File: src/rtl/crypt_pkg.sv
// crypt_pkg: rotate constant, pipeline stage bundle and bit helpers
// shared by the encryption and decryption pipelines (widths up to MAX_N).
package crypt_pkg;

  localparam int ROT    = 5;
  localparam int STAGES = 5;
  localparam int MAX_N  = 64;
  localparam int IDX_W  = $clog2(MAX_N);

  typedef logic [MAX_N-1:0] word_t;

  typedef struct packed {
    logic  valid;
    word_t word;
    word_t key;
  } stage_t;

  // Rotate the low n bits of x right by amt; bits at or above n read 0.
  function automatic word_t rot_r(
    input word_t x,
    input int    n,
    input int    amt
  );
    word_t            r;
    logic [IDX_W-1:0] src;
    r   = '0;
    src = '0;
    for (int i = 0; i < MAX_N; i++) begin
      if (i < n) begin
        src  = IDX_W'((i + amt) % n);
        r[i] = x[src];
      end
    end
    return r;
  endfunction

  // Mirror the low n bits of x; bits at or above n read 0.
  function automatic word_t rev(
    input word_t x,
    input int    n
  );
    word_t            r;
    logic [IDX_W-1:0] src;
    r   = '0;
    src = '0;
    for (int i = 0; i < MAX_N; i++) begin
      if (i < n) begin
        src  = IDX_W'(n - 1 - i);
        r[i] = x[src];
      end
    end
    return r;
  endfunction

  // R2(x) = {x[4:0], x[n-1:5]}
  function automatic word_t r2(
    input word_t x,
    input int    n
  );
    return rot_r(x, n, ROT);
  endfunction

  // R5(x) = {x[n-6:0], x[n-1:n-5]}, the inverse of R2
  function automatic word_t r5(
    input word_t x,
    input int    n
  );
    return rot_r(x, n, n - ROT);
  endfunction

  // Ones in the low n bits.
  function automatic word_t lo_mask(input int n);
    return {MAX_N{1'b1}} >> (MAX_N - n);
  endfunction

endpackage

File: src/rtl/decrypt_stage.sv
// decrypt_stage: one pipeline register (valid/word/key) with load enable.
// Ports: clock, reset (async, high), en, d (next bundle), q (held bundle).
module decrypt_stage
  import crypt_pkg::*;
(
  input  logic   clock,
  input  logic   reset,
  input  logic   en,
  input  stage_t d,
  output stage_t q
);

  stage_t stage_d;
  stage_t stage_q;

  always_comb begin
    stage_d = stage_q;
    if (en) begin
      stage_d = d;
    end
  end

  always_ff @(posedge clock or posedge reset) begin
    if (reset) begin
      stage_q <= '0;
    end else begin
      stage_q <= stage_d;
    end
  end

  assign q = stage_q;

endmodule

File: src/rtl/decryption.sv
// decryption: 5-stage valid/ready pipeline undoing the team encryption.
// Ports: clock, reset (async, high), key/e_data/in_valid/in_ready in,
// data/out_valid/out_ready out. Parameter N: word width, 6..MAX_N.
// Macro DECRYPTION_WORD_COUNT_EN adds the 16-bit word_count output.
module decryption
  import crypt_pkg::*;
#(
  parameter int N = 8
) (
  input  logic         clock,
  input  logic         reset,
  input  logic [N-1:0] key,
  input  logic [N-1:0] e_data,
  input  logic         in_valid,
  output logic         in_ready,
  output logic [N-1:0] data,
  output logic         out_valid,
  input  logic         out_ready
`ifdef DECRYPTION_WORD_COUNT_EN
  ,
  output logic [15:0]  word_count
`endif
);

  localparam word_t MASK = lo_mask(N);

  stage_t s_d [STAGES];
  stage_t s_q [STAGES];
  logic   advance;

  // The whole pipe moves as one; it only stalls when the last
  // stage holds a word the consumer has not taken.
  assign advance  = !s_q[STAGES-1].valid || out_ready;
  assign in_ready = advance;

  // Words are zero-extended into the shared MAX_N-wide bundle, and
  // every transform keeps bits at or above N at zero.
  always_comb begin
    s_d[0] = '0;
    if (in_valid) begin
      s_d[0].valid = 1'b1;
      s_d[0].word  = r2(word_t'(e_data), N);
      s_d[0].key   = word_t'(key);
    end

    s_d[1]      = s_q[0];
    s_d[1].word = rev(s_q[0].word, N);

    s_d[2]      = s_q[1];
    s_d[2].word = ~s_q[1].word & MASK;

    s_d[3]      = s_q[2];
    s_d[3].word = r5(s_q[2].word, N);

    s_d[4]      = s_q[3];
    s_d[4].word = s_q[3].word ^ s_q[3].key;
  end

  for (genvar i = 0; i < STAGES; i++) begin : g_stage
    decrypt_stage u_stage (
      .clock (clock),
      .reset (reset),
      .en    (advance),
      .d     (s_d[i]),
      .q     (s_q[i])
    );
  end

  assign data      = s_q[STAGES-1].word[N-1:0];
  assign out_valid = s_q[STAGES-1].valid;

  // The last key and the zero padding have no reader.
  logic unused_s5;
  assign unused_s5 = ^{s_q[STAGES-1].word, s_q[STAGES-1].key};

`ifdef DECRYPTION_WORD_COUNT_EN
  logic [15:0] cnt_d;
  logic [15:0] cnt_q;

  // Wraps naturally from 16'hFFFF to 16'h0000.
  always_comb begin
    cnt_d = cnt_q;
    if (out_valid && out_ready) begin
      cnt_d = cnt_q + 16'd1;
    end
  end

  always_ff @(posedge clock or posedge reset) begin
    if (reset) begin
      cnt_q <= '0;
    end else begin
      cnt_q <= cnt_d;
    end
  end

  assign word_count = cnt_q;
`else
  // No delivered-word counter in this build.
`endif

endmodule

File: config.mk
export PLATFORM = sky130hd
export DESIGN_NAME = decryption
export DESIGN_NICKNAME = d
export VERILOG_FILES = /design/src/rtl/crypt_pkg.sv /design/src/rtl/decrypt_stage.sv /design/src/rtl/decryption.sv
export SDC_FILE = /design/constraint.sdc
export NUM_CORES = 1
export LEC_CHECK = 0
export CORE_MARGIN = 1
export CORE_UTILIZATION = 51
export DETAILED_ROUTE_END_ITERATION = 7
export PLACE_DENSITY = 0.75
export SYNTH_ARGS = -nofsm -noshare
export SYNTH_HDL_FRONTEND = slang
export SYNTH_SLANG_ARGS = --single-unit
File: constraint.sdc
create_clock -name clock -period 2.88 [get_ports clock]
set_clock_uncertainty 0.15 [all_clocks]
set_input_delay 0.864 -clock clock [delete_from_list [all_inputs] [get_ports clock]]
set_output_delay 0.864 -clock clock [all_outputs]
set_load 0.01 [all_outputs]
==> key figures <==
Routing
  – Routed Wire Length: 4960 microns
  – Drt drc: 0
  – Drt wl/cell: 14.9 microns
  – Detail Route Antenna Nets: 0
  – Max layer used: met4
  – Drt via density: 5.20
  – Met3 wire len: 142 microns
  – Detailed Route Iter0 Violations: 127
  – Met2 WL post-DR: 2290 microns
  – Total number of vias: 1733
  – 1st-pass router iterations: 5
  – M1 WL: 2410 microns

STA
  – Max frequency: 0.392 GHz
  – Worst-Margin Slew: 677 ps
  – Final count of hold timing violations: 0
  – RSZ-0062 raised after global routing: no
  – Final Slew Violations: 0
  – Max-slew headroom: 54.9%
  – Final Critical Period: 2550 ps
  – Final Cycle Share: 88.7%
  – Final setup vio count: 0
  – Worst hold slack: 282 ps

Clock network
  – Later-pin clock latency in the skew report: 340 ps
  – Root Buffer: clkbuf_8
  – CTS H-tree lvls: 3
  – Clock Tree Buf Depth: 2
  – CTS tree: done
  – Worst-path clk slew: 80 ps
  – Total CTS buffers: 9
  – Clock net sink count: 77

Critical path
  – Crit Path Class: flip-flop to output port
  – Crit Path Max Fanout: 25
  – RR Endpoint: g_stage[3].u_stage.q[69]
  – R2R Setup Slk: 1080 ps
  – Launch point of the worst reg-to-reg path: g_stage[4].u_stage.q[128]
  – R2R depth: 4
  – CP Launch Type: flip-flop
  – CP startpoint: g_stage[4].u_stage.q[128]
  – Critical Path AT: 1540 ps
  – Endpoint class of the critical path: output port
  – CP required: 1870 ps

Final layout
  – Area grow syn2layout: 19.2%
  – Final Instance Count excl. Fillers: 333
  – Final Core Density: 63.5%
  – ANT cells: 0
  – Max FFs per register: 77
  – Nets: 273
  – Share of cells above drive strength 1: 21.7%

Global routing
  – Pin count of the biggest net entering global routing: 46
  – All-layer global routing usage: 17.7%
  – Initial antenna violation count: 0
  – GR Overflow Total: 0
  – Vias in the first global route: 1795
  – Global-route wire length before repair: 8590 microns

Die
  – CORE AREA: 5960 sq um
  – # rows: 28
  – Die area: 6540 sq um
  – DIE WIDTH: 80.8 microns
  – Chip Height: 80.8 microns
  – IO Count: 30
  – Initial Utilization: 53.2%

Yosys
  – Number of synthesized flops with an enable pin: 0
  – Cell variety after synth: 17
  – Top area cells in the synthesized netlist: dfrtp_1 (61%), mux2_4 (14%), mux2_1 (7.8%)
  – Sequential fraction of the synthesis area: 60.8%
  – Async S/R FF share, synth: 100%
  – Synthesized area per cell: 14.5 sq um
  – Top-count cell post-synth: dfrtp_1
  – YS warnings: 0
  – Post-synthesis instance total: 219
  – Main synth FF type: dfrtp_1
  – Synth area leader: dfrtp_1
  – Top cell type's share of synthesized area: 60.8%
  – Post-Syn Area: 3170 sq um
  – Seq cells post-synth: 77
  – Top post-synthesis cells by count: dfrtp_1 (77), mux2_4 (30), mux2_1 (22)
  – Synth Net Count: 239

Placed design
  – Post-DP HPWL: 2920 microns
  – GP Congestion: 0.670
  – # port buffers: 29
  – Dpl cells: 316

Power and ir drop
  – Final Power: 3.72 mW
  – Static leakage: 1.72 nW
  – Worst IR Drop VDD: 469 uV
  – PD cells: 985 nW/um^2

Min path
  – Hold path depth: 1
  – Min-delay worst type: flip-flop to flip-flop
  – Worst min-delay path endpoint: g_stage[2].u_stage.q[65]
  – HP Start: g_stage[1].u_stage.q[65]

Run status
  – Status: finished, final reports clean

Job
  – Max-cap violation count: 0
## worst max path at each step
| stage | endpoint | slack (ps) | cells past startpoint |
|---|---|---|---|
| 2_1_floorplan | in_ready | 540 | 4 |
| 3_3_place_gp | in_ready | -120 | 4 |
| 3_5_place_dp | in_ready | -140 | 4 |
| 4_1_cts | in_ready | 60 | 4 |
| 5_1_grt | out_valid | 230 | 2 |
| 6_report | out_valid | 330 | 2 |
## critical path: stages (launching register included)
cell	delay, ps
dfrtp_1	340
buf_4	270
clkdlybuf4s50_1	590
## cells by family (layout without fill, tap and decap cells)
logic type                Yosys count  after routing  synth area share [%]
AOI/OAI and AO/OA                  24             24                  3.79
DFF                                77             77                  60.8
xor gates and xnor gates            8              8                  2.21
muxes                              52             52                  22.0
buffers and inverters              16             55                  3.16
and+or+nand+nor                    42             42                  8.05
## metrics by stage
stage	setup slack [ps]	area, sq um	setup TNS, ps
finish	326	3780	0
global route	230	3780	0
CTS	63.3	3780	0
detailed placement	-136	3550	-136
global placement	-118	3550	-118
floorplan	545	3170	0
## per-layer routing
metal / vias to the layer above / GRT usage [%]
li1: 824 / -
met1: 863 / 24.1
met2: 37 / 27.1
met3: 9 / 3.03
met4: 0 / 9.11
met5: - / 0
## area by class of cell
| cell class | instances | area (sq um) |
|---|---|---|
| fillers | 462 | 2180 |
| multi-input cells | 126 | 1140 |
| clock inverters | 4 | 70.1 |
| flip-flops and latches | 77 | 1930 |
| inverters | 2 | 13.8 |
| clock buffers | 12 | 155 |
| repair buffers | 37 | 377 |
| well taps | 75 | 93.8 |
## cells in the final DEF, fill, tap and decap left out, types with 2 or more instances in the layout
master           count
a21oi_1              8
buf_12               2
buf_4                6
bufinv_16            2
clkbuf_8            11
clkdlybuf4s50_1     27
clkinv_2             2
dfrtp_1             77
mux2_1              22
mux2_4              30
nand2_1             16
nand3b_1            16
nor3b_1              8
o21ai_1             16
xor2_1               8
## power breakdown
part	switching [mW]	internal, mW	total (mW)
clock network	0.365	0.533	0.898
registers	0.230	1.49	1.72
logic	0.414	0.689	1.10
## repair_timing
action                                 in CTS  in global routing
pin swaps                                   0                  0
gates cloned                                0                  0
hold buffers                                0                  0
buffers inserted                            1                  0
endpoints found under the hold margin       0                  0
resized for setup                           1                  1
setup endpoints to repair                   1                  1
(Power assumes the default switching activity.)
